==> src/rtl/bky_load_shifter_if.sv <==
// Strobe/data bundle between the load controller and bky_load_shifter.
interface bky_load_shifter_if;
  logic        CLR_CNT;
  logic        RDENA;
  logic        SHFT_ENA;
  logic        SET_DONE;
  logic [15:0] FIFO_DOUT;
  logic [3:0]  CNT;
  logic [4:0]  LOOP;
  logic        SDATA;
  logic [15:0] CHKSUM;
  logic        LOAD_DONE;
  logic        OVFL;

  modport master (
    output CLR_CNT, RDENA, SHFT_ENA, SET_DONE, FIFO_DOUT,
    input  CNT, LOOP, SDATA, CHKSUM, LOAD_DONE, OVFL
  );

  modport slave (
    input  CLR_CNT, RDENA, SHFT_ENA, SET_DONE, FIFO_DOUT,
    output CNT, LOOP, SDATA, CHKSUM, LOAD_DONE, OVFL
  );
endinterface

==> src/rtl/bky_load_shifter.sv <==
// Loads FIFO words and shifts them out MSB first, tracking word index, bit count and XOR checksum.
// One-cycle strobe-to-output latency; define BKY_SHFT_TMR_EN for triplicated, majority-voted state.
module bky_load_shifter (
  input  logic              CLK,
  input  logic              RST,
  bky_load_shifter_if.slave bus
);

  typedef struct packed {
    logic [15:0] word;
    logic [3:0]  cnt;
    logic [4:0]  loop;
    logic [15:0] chksum;
    logic        sdata;
    logic        done;
    logic        ovfl;
    logic        first;
  } st_t;

  localparam st_t ST_RST = '{word: 16'h0000, cnt: 4'h0, loop: 5'h00, chksum: 16'h0000,
                             sdata: 1'b0, done: 1'b0, ovfl: 1'b0, first: 1'b1};

  st_t w_cur;
  st_t w_nxt;

  always_comb begin
    w_nxt = w_cur;
    if (bus.CLR_CNT) begin
      w_nxt = ST_RST;
    end else begin
      if (bus.RDENA) begin
        w_nxt.word = bus.FIFO_DOUT;
        w_nxt.cnt  = 4'h0;
        if (!w_cur.done) w_nxt.chksum = w_cur.chksum ^ bus.FIFO_DOUT;
        if (w_cur.first) begin
          w_nxt.first = 1'b0;
        end else if (w_cur.loop == 5'd31) begin
          w_nxt.ovfl = 1'b1;
        end else begin
          w_nxt.loop = w_cur.loop + 5'd1;
        end
      end else if (bus.SHFT_ENA) begin
        w_nxt.sdata = w_cur.word[15];
        w_nxt.word  = {w_cur.word[14:0], 1'b0};
        if (w_cur.cnt != 4'hF) w_nxt.cnt = w_cur.cnt + 4'h1;
      end
      if (bus.SET_DONE) w_nxt.done = 1'b1;
    end
  end

`ifdef BKY_SHFT_TMR_EN
  // Each copy reloads from the voted value, so a single upset copy heals on the next edge.
  (* keep = "true" *) st_t r_st_a;
  (* keep = "true" *) st_t r_st_b;
  (* keep = "true" *) st_t r_st_c;

  always_ff @(posedge CLK or posedge RST) begin
    if (RST) r_st_a <= ST_RST;
    else     r_st_a <= w_nxt;
  end

  always_ff @(posedge CLK or posedge RST) begin
    if (RST) r_st_b <= ST_RST;
    else     r_st_b <= w_nxt;
  end

  always_ff @(posedge CLK or posedge RST) begin
    if (RST) r_st_c <= ST_RST;
    else     r_st_c <= w_nxt;
  end

  assign w_cur = st_t'((r_st_a & r_st_b) | (r_st_a & r_st_c) | (r_st_b & r_st_c));
`else
  st_t r_st;

  always_ff @(posedge CLK or posedge RST) begin
    if (RST) r_st <= ST_RST;
    else     r_st <= w_nxt;
  end

  assign w_cur = r_st;
`endif

  assign bus.CNT       = w_cur.cnt;
  assign bus.LOOP      = w_cur.loop;
  assign bus.SDATA     = w_cur.sdata;
  assign bus.CHKSUM    = w_cur.chksum;
  assign bus.LOAD_DONE = w_cur.done;
  assign bus.OVFL      = w_cur.ovfl;

endmodule

==> src/flat_wrapper.sv <==
// flat-port wrapper written by rule: the top's interface ports become plain ports
module bky_load_shifter_flat 
  (CLK, RST, bus_CLR_CNT, bus_RDENA, bus_SHFT_ENA, bus_SET_DONE, bus_FIFO_DOUT, bus_CNT, bus_LOOP, bus_SDATA, bus_CHKSUM, bus_LOAD_DONE, bus_OVFL);
  bky_load_shifter_if bus_i ();
  input  logic CLK;
  input  logic RST;
  input wire logic [$bits(bus_i.CLR_CNT)-1:0] bus_CLR_CNT;
  input wire logic [$bits(bus_i.RDENA)-1:0] bus_RDENA;
  input wire logic [$bits(bus_i.SHFT_ENA)-1:0] bus_SHFT_ENA;
  input wire logic [$bits(bus_i.SET_DONE)-1:0] bus_SET_DONE;
  input wire logic [$bits(bus_i.FIFO_DOUT)-1:0] bus_FIFO_DOUT;
  output wire logic [$bits(bus_i.CNT)-1:0] bus_CNT;
  output wire logic [$bits(bus_i.LOOP)-1:0] bus_LOOP;
  output wire logic [$bits(bus_i.SDATA)-1:0] bus_SDATA;
  output wire logic [$bits(bus_i.CHKSUM)-1:0] bus_CHKSUM;
  output wire logic [$bits(bus_i.LOAD_DONE)-1:0] bus_LOAD_DONE;
  output wire logic [$bits(bus_i.OVFL)-1:0] bus_OVFL;
  assign bus_i.CLR_CNT = bus_CLR_CNT;
  assign bus_i.RDENA = bus_RDENA;
  assign bus_i.SHFT_ENA = bus_SHFT_ENA;
  assign bus_i.SET_DONE = bus_SET_DONE;
  assign bus_i.FIFO_DOUT = bus_FIFO_DOUT;
  assign bus_CNT = bus_i.CNT;
  assign bus_LOOP = bus_i.LOOP;
  assign bus_SDATA = bus_i.SDATA;
  assign bus_CHKSUM = bus_i.CHKSUM;
  assign bus_LOAD_DONE = bus_i.LOAD_DONE;
  assign bus_OVFL = bus_i.OVFL;
  bky_load_shifter u_core (.CLK(CLK), .RST(RST), .bus(bus_i));
endmodule
==> config.mk <==
export PLATFORM = sky130hd
export DESIGN_NAME = bky_load_shifter_flat
export DESIGN_NICKNAME = d
export VERILOG_FILES = /design/src/rtl/bky_load_shifter_if.sv /design/src/rtl/bky_load_shifter.sv /design/src/flat_wrapper.sv
export SDC_FILE = /design/constraint.sdc
export NUM_CORES = 1
export LEC_CHECK = 0
export CAP_MARGIN = 20
export CORE_ASPECT_RATIO = 1.75
export CORE_MARGIN = 10
export CORE_UTILIZATION = 40
export DETAILED_ROUTE_END_ITERATION = 8
export HOLD_SLACK_MARGIN = 0.1
export PLACE_DENSITY = 0.76
export SETUP_SLACK_MARGIN = 0.5
export SYNTH_ARGS = -nofsm -noshare
export SYNTH_HDL_FRONTEND = slang
export SYNTH_SLANG_ARGS = --single-unit
==> constraint.sdc <==
create_clock -name CLK -period 2.8 [get_ports CLK]
set_input_delay 0.42 -clock CLK [delete_from_list [all_inputs] [get_ports CLK]]
set_output_delay 0.42 -clock CLK [all_outputs]
set_load 0.01 [all_outputs]
======== Yosys cells after proc, flatten, opt, wreduce, memory -nomap -nowiden ========
Index checks and enable logic that the tools add are counted.
Widths: inputs -> output; s select.
cells by class
  add/sub/neg operators ................... 2
  equal/unequal tests ..................... 6
  multiplexer cells ....................... 14
  bitwise operators ....................... 1
  reduce and logical (&&, ||, !) cells .... 11
operators with widths
  cell                 count
  $mux 45              1
  $mux 20              2
  $mux 21              1
  $mux 16              1
  $xor 16x16->16       1
  $mux 5               2
  $ne 2x2->1 const B   4
  $reduce_bool 2->1    4
  $reduce_and 2->1     3
  $reduce_and 3->1     2
  $reduce_bool 3->1    2
  $add 5x1->5 const B  1
  $eq 5x5->1 const B   1
  $mux 1               5
  $add 4x1->4 const B  1
  $mux 4               1
  $ne 4x4->1 const B   1
  $mux 2               1
storage, ports and cells
  flip-flop bits (word level) ............. 45
  bits of input ports ..................... 22
  output and inout port bits .............. 28
  word-level logic and storage cells ...... 42

======== Logic depth before layout (Yosys ltp) ========
Gate-level depths: netlist of the first run.
  depth in word-level cells ............... 5
  depth in mapped cells ................... 6
  mapped depth without buffers ............ 6

======== Worst setup path before layout of the first run ========
Ideal clock, no wire load.
  path type ............................... reg2reg
  from .................................... reg u_core.r_st, in the netlist u_core.bus.LOOP[0]
  to ...................................... reg u_core.r_st, in the netlist u_core.bus.LOOP[3]
  library setup time ...................... 0.127 ns
  arrival ................................. 1.705 ns
  data required time ...................... 2.673 ns
  path slack .............................. 0.968 ns
  stages on the path, launching flop included .. 7
  buffers on the path ..................... 0
  clock period less this slack ............ 1.832 ns
  cell sequence ........................... dfrtp_1 -> ha_1 -> and3_1 -> ha_1 -> nor3b_4 -> nand4_1 -> mux2_1
between the ends
  word-level cells in the longest chain between the ends .. 5
  elaborated cells between the ends (all ways) .. 8
  those cells by class .................... add/sub (1); eq/ne (2); mux (4); reduce/logical (1)
RTL lines
  item                    RTL line                RTL
  start, declared         bky_load_shifter.sv:74  st_t r_st;
  start signal, assigned  bky_load_shifter.sv:78  else r_st <= w_nxt;
  $add 5x1->5             bky_load_shifter.sv:40  w_nxt.loop = w_cur.loop + 5'd1;
  $mux 5                  bky_load_shifter.sv:37  end else if (w_cur.loop == 5'd31) begin
  $mux 5                  bky_load_shifter.sv:35  if (w_cur.first) begin
  $mux 21                 bky_load_shifter.sv:31  if (bus.RDENA) begin
  $mux 45                 bky_load_shifter.sv:28  if (bus.CLR_CNT) begin
Parallel ways exist; a longest one is shown, timed or not. The select of a mux whose other input is x is not followed.
A chain may end at the register's enable or synchronous reset.

======== Worst setup path after layout of the first run ========
  from .................................... reg u_core.r_st, in the netlist u_core.bus.LOAD_DONE
  to ...................................... out bus_LOAD_DONE
RTL lines
  item           RTL line            RTL
  end, declared  flat_wrapper.sv:16  output wire logic [$bits(bus_i.LOAD_DONE)-1:0] bus_LOAD_DONE;
No word-level cell between the ends.

==> results of run 1 <==
## flip-flops by register name (all words and copies together) (netlist names)
| register | count |
|---|---|
| u_core.bus.CHKSUM | 16 |
| u_core.bus.SDATA | 1 |
| u_core.bus.OVFL | 1 |
| u_core.bus.CNT | 4 |
| u_core.r_st | 17 |
| u_core.bus.LOOP | 5 |
| u_core.bus.LOAD_DONE | 1 |
## layer usage
layer / share of wire / vias up
met3: 0.056 / 7
li1: - / 817
met4: 0.024 / 0
met1: 0.40 / 823
met5: 0 / -
met2: 0.52 / 34
## where the power goes
| group | switching [mW] | leakage, nW | total, mW | internal, mW |
|---|---|---|---|---|
| Sequential | 0.0275 | 0.604 | 0.712 | 0.685 |
| Clock | 0.223 | 0.0574 | 0.513 | 0.290 |
| Combinational | 0.103 | 0.616 | 0.223 | 0.119 |
## synth_stat cells, drive strengths merged, types with 2 or more instances
master / count
mux2: 16
a21oi: 18
nand4: 2
nand3b: 16
inv: 4
xnor2: 2
o21ai: 2
mux2i: 2
dfrtp: 44
a2111oi: 2
nand3: 3
buf: 30
and3: 3
nor2: 26
nor3b: 2
xor2: 16
ha: 3
nand2: 31
clkbuf: 8
## stage by stage
stage / instance area (sq um) / worst slack, ps / utilization
global route: 2890 / 696 / 0.495
detailed placement: 2770 / 668 / 0.474
finish: 2890 / 797 / 0.495
CTS: 2890 / 769 / 0.495
global placement: 2770 / 708 / 0.474
floorplan: 2370 / 968 / -
## final cells by class
cell class / count / area (sq um) / area share
multi-input combinational: 152 / 978 / 0.339
clock buffer: 6 / 82.6 / 0.0286
clock inverter: 2 / 37.5 / 0.0130
tap: 78 / 97.6 / 0.0338
timing repair buffer: 56 / 543 / 0.188
sequential: 45 / 1130 / 0.391
inverter: 5 / 18.8 / 0.00650
## cells by family (layout without fill, tap and decap cells)
| logic type | Yosys count | count (layout) |
|---|---|---|
| simple gates | 87 | 87 |
| xor+xnor | 18 | 18 |
| fa+ha+maj | 3 | 3 |
| buf+inv | 43 | 69 |
| mux | 18 | 18 |
| compound gates | 26 | 26 |
| flops | 45 | 45 |
## final timing paths
path                                            from                     to  cells past startpoint
worst max register to register    u_core.bus.LOOP[0]     u_core.bus.LOOP[3]                      6
min in group CLK                u_core.bus.CHKSUM[6]   u_core.bus.CHKSUM[6]                      2
max in group asynchronous                        RST   u_core.bus.CHKSUM[5]                      3
worst min register to register  u_core.bus.CHKSUM[6]   u_core.bus.CHKSUM[6]                      2
worst min-delay path                             RST  u_core.bus.CHKSUM[10]                      2
worst max-delay path            u_core.bus.LOAD_DONE          bus_LOAD_DONE                      1
## worst register-to-register path: stages (launching register included)
cell and delay [ps]:
dfrtp_1 420, ha_1 220, and3_1 190, ha_1 240
nor3b_4 320, nand4_1 150, mux2_1 340
==> qor.csv, run 1 <==
stage;metric;value;unit
global_routing;initial antenna violation count;0;
logic_synthesis;Post-synth EDFFs;0;
pwr;P_leak;1.28;nW
logic_synthesis;dominant cells by area after synthesis;dfrtp_1 (47%), buf_4 (7.9%), mux2_2 (7.1%), xor2_1 (5.9%), nand3b_1 (5.1%);
sta;Final Hold Viols;0;
setup_path;cells along the critical path;clkdlybuf4s50_1;
logic_synthesis;largest area contributor in the synthesized netlist;dfrtp_1;
sta;minimum clock period;2000;ps
clocking;H-tree depth;2;
clocking;worst skew pair latency;300;ps
global_routing;gr usage total;0.110;
global_routing;met2 Use GR;0.184;
logic_synthesis;Yosys reg bits;45;
logic_synthesis;asr flop ratio synth;1.00;
clocking;clock-pin slew on the worst setup and hold paths;90;ps
floorplan;core area;5830;sq um
floorplan;IO Count;50;
finish;layout cells sized above 1;0.124;
logic_synthesis;Synth warnings;0;
setup_path;critical path's largest stage delay;660;ps
routing;final wirelength;5030;microns
floorplan;row count;37;
logic_synthesis;syn_area_per_cell;9.86;sq um
floorplan;DIE WIDTH;78.2;microns
logic_synthesis;post-synthesis cell count;240;
logic_synthesis;Post-Synth Simple-Gate Area;0.184;
clocking;Hold Buf Count CTS;0;
min_path;Worst Hold Class;input port to async pin;
global_routing;largest net degree at the start of global routing;25;
global_routing;first-pass GRT wire length;8510;microns
floorplan;Die H;122;microns
global_routing;met3 Use GR;0.0332;
clocking;setup bufs post-CTS;0;
global_routing;vias in the first global route;1737;
global_routing;grt peak-use layer;met2;
setup_path;CP Class;register to output port;
routing;Detailed Route Iter0 Violations;63;
setup_path;r2r setup slk;810;ps
setup_path;crit-path leading delay family;flip-flops;
setup_path;crit path buf inv count;1;
sta;Clock Skews;10.3;ps
clocking;clk sinks;45;
logic_synthesis;Syn Std Cell Area;2370;sq um
setup_path;Crit Path Max Fanout;18;
routing;drt first pass iters;4;
clocking;total CTS buffers;5;
logic_synthesis;adder-cell share of the synthesized area;0.0159;
sta;unrepaired setup endpoints after global routing;false;
clocking;Max clock buf depth;2;
setup_path;CP max-delay cell;dfrtp_1;
placed_design;DP Wirelength;3700;microns
setup_path;Worst setup SP type;register;
finish;nets;290;
routing;DR vias/cell;4.89;
placed_design;I/O Buffers;49;
logic_synthesis;post-synthesis sequential area ratio;0.476;
run;maxcap violations;0;
logic_synthesis;main combinational cell family by area after synthesis;simple AND/OR/NAND/NOR gates;
logic_synthesis;Synth top area share;0.465;
sta;worst-margin pin slew;716;ps
pwr;pwr dens;502;nW/um^2
global_routing;remaining global-route overflow;0;
pwr;Tot Pwr;1.45;mW
clocking;CTS resizes;0;
setup_path;endpoint type of the worst setup path;output port;
logic_synthesis;post-synthesis xor/xnor area fraction;0.0666;
sta;total negative setup slack;0;ps
placed_design;DP Cell Count;336;
finish;Area growth, synth to finish;21.9;%
global_routing;M1 GR Usage;0.123;
sta;Hold WS;470;ps
logic_synthesis;syn nets;265;
sta;Final setup viols;0;
finish;ant diodes;0;
routing;Antenna Violating Nets Remaining;0;
placed_design;gp weighted congestion;0.728;
status;status;finished, final reports clean;
routing;Vias;1681;
finish;fillers;571;
floorplan;die area;9520;sq um
finish;commonest non-fill, non-tap cell in the layout;clkdlybuf4s50_1;
sta;Max Slew Vio Count;0;
routing;DR WL/cell;14.6;microns
clocking;CTS tree;built;
setup_path;Req. time, crit path;2380;ps
logic_synthesis;Compound-Gate Fraction of Synth Area;0.0618;
pwr;peak supply drop;0.443;mV
sta;FMAX;0.499;GHz
clocking;clk root buf;clkbuf_8;
setup_path;CP arrival;1580;ps
logic_synthesis;post-synthesis cell type count;32;
logic_synthesis;mux cell area share after synthesis;0.0846;
floorplan;initial core utilization;0.406;
finish;Final Non-Filler Cells;344;
sta;fin crit share;0.715;
logic_synthesis;Top FF cell, synth;dfrtp_1;
finish;most frequent cells in the layout;clkdlybuf4s50_1 (49), dfrtp_1 (44), nand2_1 (31);
routing;DRC Markers;0;
sta;worst relative slew slack;0.521;
Power figures use the tool's default switching activity.
==> run 2: changes to the inputs <==
--- a/config.mk
+++ b/config.mk
@@ -11,7 +11,7 @@
 export CORE_UTILIZATION = 40
 export DETAILED_ROUTE_END_ITERATION = 8
 export HOLD_SLACK_MARGIN = 0.1
-export PLACE_DENSITY = 0.76
+export PLACE_DENSITY = 0.79
 export SETUP_SLACK_MARGIN = 0.5
 export SYNTH_ARGS = -nofsm -noshare
 export SYNTH_HDL_FRONTEND = slang
==> constraint.sdc (replaced) <==
create_clock -name CLK -period 1.8 [get_ports CLK]
set_input_delay 0.27 -clock CLK [delete_from_list [all_inputs] [get_ports CLK]]
set_output_delay 0.27 -clock CLK [all_outputs]
set_load 0.01 [all_outputs]
==> qor.csv, run 2 (same netlist as run 1, synthesis figures left out) <==
stage;metric;value;unit
status;status;finished, final reports clean;
finish;layout cells sized above 1;0.194;
global_routing;vias in the first global route;1804;
min_path;Worst Hold Class;input port to async pin;
finish;Area growth, synth to finish;26.8;%
placed_design;DP Area;2850;sq um
floorplan;DIE WIDTH;78.2;microns
routing;Detailed Route Iter0 Violations;96;
pwr;Sw Share;0.264;
setup_path;endpoint type of the worst setup path;register;
clocking;H-tree depth;2;
setup_path;CP Class;register to register;
routing;DR vias/cell;4.79;
pwr;Int Power;1.52;mW
routing;DRC Markers;0;
setup_path;CP arrival;1890;ps
setup_path;CP max-delay cell;dfrtp_1;
setup_path;crit-path leading delay family;simple AND/OR/NAND/NOR gates;
pwr;clock power share;0.293;
clocking;worst skew pair latency;300;ps
sta;worst-margin pin slew;393;ps
placed_design;DP Wirelength;3670;microns
floorplan;IO Count;50;
routing;metal2 WL;2740;microns
placed_design;DP Cell Count;341;
finish;Largest register FFs;17;
placed_design;I/O Buffers;49;
pwr;peak supply drop;0.497;mV
sta;total negative setup slack;0;ps
routing;final wirelength;5200;microns
sta;Max Slew Vio Count;0;
pwr;combinational share of power;0.176;
global_routing;gr usage total;0.110;
pwr;switching pwr;546;uW
floorplan;core area;5830;sq um
finish;nets;303;
setup_path;Req. time, crit path;1980;ps
placed_design;gp weighted congestion;0.828;
run;maxcap violations;0;
routing;DR WL met3;215;microns
finish;Final Non-Filler Cells;357;
sta;Clock Skews;9.92;ps
floorplan;initial core utilization;0.406;
pwr;sequential power share;0.531;
pwr;pwr dens;689;nW/um^2
global_routing;initial antenna violation count;0;
clocking;CTS tree;built;
clocking;Max clock buf depth;2;
sta;minimum clock period;1710;ps
setup_path;critical path's largest stage delay;400;ps
clocking;clk root buf;clkbuf_8;
setup_path;crit path buf inv count;0;
setup_path;Worst setup SP type;register;
routing;Vias;1711;
clocking;Hold Buf Count CTS;0;
clocking;total CTS buffers;5;
sta;Final setup viols;0;
finish;most frequent cells in the layout;dfrtp_1 (44), nand2_1 (31), nor2_1 (26);
routing;met1 WL;2130;microns
sta;Final Hold Viols;0;
pwr;P_leak;1.46;nW
finish;commonest non-fill, non-tap cell in the layout;dfrtp_1;
routing;Antenna Violating Nets Remaining;0;
sta;FMAX;0.586;GHz
finish;Top reg by flops;u_core.r_st;
finish;ant diodes;0;
global_routing;first-pass GRT wire length;8470;microns
finish;post-route cell area;3000;sq um
routing;DR WL/cell;14.6;microns
floorplan;Die H;122;microns
routing;Max Used Layer;met4;
clocking;clk sinks;45;
floorplan;die area;9520;sq um
sta;fin crit share;0.949;
floorplan;row count;37;
clocking;clock-pin slew on the worst setup and hold paths;90;ps
global_routing;remaining global-route overflow;0;
finish;final core occ;0.515;
setup_path;Crit Path Max Fanout;3;
global_routing;largest net degree at the start of global routing;27;
setup_path;cells along the critical path;ha_2 -> and3_4 -> ha_4 -> nor3b_4 -> nand4_1 -> mux2_4;
sta;unrepaired setup endpoints after global routing;true;
routing;drt first pass iters;4;
sta;Hold WS;296;ps
sta;worst relative slew slack;0.731;
## run 2: final timing paths
kind / startpoint / endpoint / slack (ps) / depth (start not counted)
min in group CLK: bus_SHFT_ENA / u_core.bus.CNT[0] / 510 / 4
max in group asynchronous: RST / u_core.bus.CHKSUM[2] / 1040 / 3
setup / recovery: u_core.bus.LOOP[1] / u_core.bus.LOOP[3] / 90 / 6
hold reg to reg: u_core.bus.OVFL / u_core.bus.OVFL / 520 / 2
setup reg to reg: u_core.bus.LOOP[1] / u_core.bus.LOOP[3] / 90 / 6
hold / removal: RST / u_core.r_st[40] / 300 / 2
## run 2: worst register-to-register path, delay by kind of cell (launching register included)
| kind | cells | cell delay, ps |
|---|---|---|
| adder cells (fa/ha/maj) | 2 | 370 |
| flip-flops | 1 | 400 |
| multiplexers | 1 | 320 |
| AND/OR/NAND/NOR | 3 | 510 |
## run 2: timing repair
| item | in CTS | in global routing |
|---|---|---|
| cloned | 0 | 1 |
| pin swaps | 0 | 2 |
| buffers inserted | 5 | 2 |
| endpoints found under the setup margin | 36 | 29 |
| gates resized for setup | 34 | 11 |
## run 2: power groups by stage
stage	clock, mW	sequential (mW)	combinational [mW]
CTS	0.626	1.10	0.356
global placement	0	1.12	0.370
floorplan	0	1.12	0.236
global route	0.667	1.11	0.403
detailed placement	0	1.12	0.374
finish	0.606	1.10	0.363
## run 2: metal layers
| metal | GRT usage | vias to the layer above |
|---|---|---|
| li1 | - | 849 |
| met1 | 0.121 | 824 |
| met2 | 0.188 | 33 |
| met3 | 0.0273 | 5 |
| met4 | 0.0597 | 0 |
| met5 | 0 | - |
## run 2: cell type report
type                    instances  area (sq um)
fillers                       566          2830
repair buffers                 69           652
clock buffers                   6          72.6
well taps                      78          97.6
inverters                       5          22.5
flip-flops and latches         45          1130
clock inverters                 2          10.0
multi-input cells             152          1020
## run 2: metrics by stage
step	total power, mW	setup WS (ps)
finish	2.07	92.1
global route	2.18	60.8
CTS	2.08	107
detailed placement	1.50	82.7
global placement	1.49	160
floorplan	1.35	82.5
==> run 3: changes to the inputs <==
--- a/config.mk
+++ b/config.mk
@@ -6,7 +6,6 @@
 export NUM_CORES = 1
 export LEC_CHECK = 0
 export CAP_MARGIN = 20
-export CORE_ASPECT_RATIO = 1.75
 export CORE_MARGIN = 10
 export CORE_UTILIZATION = 40
 export DETAILED_ROUTE_END_ITERATION = 8
==> qor.csv, run 3 (same netlist as run 1, synthesis figures left out) <==
stage;metric;value;unit
status;status;finished, final reports clean;
setup_path;CP arrival;1880;ps
sta;Final Hold Viols;0;
sta;worst relative slew slack;0.685;
global_routing;gr usage total;0.113;
global_routing;vias in the first global route;1950;
sta;Clock Skews;5.49;ps
finish;Area growth, synth to finish;33.7;%
clocking;clk sinks;45;
setup_path;crit path buf inv count;1;
finish;commonest non-fill, non-tap cell in the layout;dfrtp_1;
floorplan;Die H;96.9;microns
sta;worst-margin pin slew;471;ps
placed_design;DP Area;2840;sq um
global_routing;first-pass GRT wire length;9090;microns
floorplan;IO Count;50;
min_path;Worst Hold Class;input port to async pin;
routing;Antenna Violating Nets Remaining;0;
placed_design;DP Wirelength;3560;microns
routing;drt first pass iters;4;
pwr;pwr dens;690;nW/um^2
clocking;clock-pin slew on the worst setup and hold paths;90;ps
clocking;CTS tree;built;
finish;nets;313;
routing;DR WL met3;369;microns
finish;ant diodes;0;
placed_design;gp weighted congestion;0.780;
setup_path;endpoint type of the worst setup path;register;
floorplan;DIE WIDTH;96.9;microns
sta;Max Slew Vio Count;0;
sta;FMAX;0.593;GHz
finish;Largest register FFs;17;
routing;DR WL/cell;15.4;microns
floorplan;die area;9400;sq um
setup_path;cells along the critical path;ha_2 -> and3_4 -> ha_4 -> buf_4 -> nor4bb_4 -> xnor2_1 -> nor2_1;
clocking;Max clock buf depth;2;
finish;fillers;528;
routing;metal2 WL;2680;microns
sta;final setup margin;114;ps
routing;final wirelength;5550;microns
finish;most frequent cells in the layout;dfrtp_1 (44), nand2_1 (31), nor2_1 (26);
setup_path;crit-path leading delay family;simple AND/OR/NAND/NOR gates;
global_routing;initial antenna violation count;0;
pwr;P_leak;1.52;nW
finish;post-route cell area;3170;sq um
setup_path;CP max-delay cell;dfrtp_1;
setup_path;CP Class;register to register;
routing;met1 WL;2470;microns
clocking;worst skew pair latency;300;ps
routing;Vias;1762;
floorplan;initial core utilization;0.422;
setup_path;Req. time, crit path;1990;ps
routing;Max Used Layer;met4;
finish;layout cells sized above 1;0.232;
setup_path;Worst setup SP type;register;
finish;Top reg by flops;u_core.r_st;
sta;total negative setup slack;0;ps
routing;Detailed Route Iter0 Violations;82;
clocking;total CTS buffers;5;
setup_path;critical path's largest stage delay;410;ps
placed_design;I/O Buffers;49;
sta;minimum clock period;1690;ps
setup_path;Crit Path Max Fanout;3;
clocking;clk root buf;clkbuf_8;
routing;DR vias/cell;4.88;
run;maxcap violations;0;
global_routing;remaining global-route overflow;0;
sta;fin crit share;0.937;
floorplan;row count;27;
routing;DRC Markers;0;
global_routing;largest net degree at the start of global routing;25;
sta;Final setup viols;0;
floorplan;core area;5610;sq um
placed_design;dpl ws;116;ps
pwr;peak supply drop;0.364;mV
sta;unrepaired setup endpoints after global routing;true;
clocking;H-tree depth;2;
pwr;Tot Pwr;2.18;mW
run 3: metal layers:
layer | vias to the layer above | global-route usage
met4 | 0 | 0.0282
met2 | 37 | 0.191
met5 | - | 0
li1 | 864 | -
met1 | 855 | 0.127
met3 | 6 | 0.0511
run 3: worst paths after layout:
kind	from	to	slack, ps	cells after the start
setup / recovery	u_core.bus.LOOP[0]	u_core.bus.LOOP[2]	110	7
hold / removal	RST	u_core.bus.LOOP[0]	330	2
setup reg to reg	u_core.bus.LOOP[0]	u_core.bus.LOOP[2]	110	7
hold reg to reg	u_core.bus.CHKSUM[2]	u_core.bus.CHKSUM[2]	540	2
max in group asynchronous	RST	u_core.r_st[34]	960	3
min in group CLK	bus_RDENA	u_core.bus.CNT[3]	490	3
run 3: layout make-up:
cell class / count / area [sq um] / area share
clock inverters: 1 / 5.00 / 0.00158
multi-input cells: 152 / 1070 / 0.338
clock buffers: 7 / 96.3 / 0.0304
inverters: 5 / 22.5 / 0.00711
well taps: 72 / 90.1 / 0.0285
flip-flops and latches: 45 / 1130 / 0.356
repair buffers: 79 / 753 / 0.238
run 3: per-stage QoR:
stage | hold WS (ps) | util | instances
finish | 329 | 0.564 | 361
global route | 357 | 0.564 | 361
CTS | 340 | 0.538 | 351
detailed placement | 498 | 0.507 | 333
global placement | 493 | 0.507 | 333
floorplan | 280 | - | 240
run 3: power breakdown:
| part | switching [mW] | internal [mW] |
|---|---|---|
| combinational | 0.185 | 0.200 |
| sequential | 0.0340 | 1.07 |
| clock | 0.353 | 0.348 |
run 3: repair_timing:
| action | 4_1_cts | 5_1_grt |
|---|---|---|
| setup buffers | 10 | 9 |
| endpoints found under the setup margin | 41 | 35 |
| gates resized for setup | 43 | 15 |
| gates cloned | 0 | 1 |
| hold buffers | 0 | 0 |
| pin swaps | 2 | 1 |
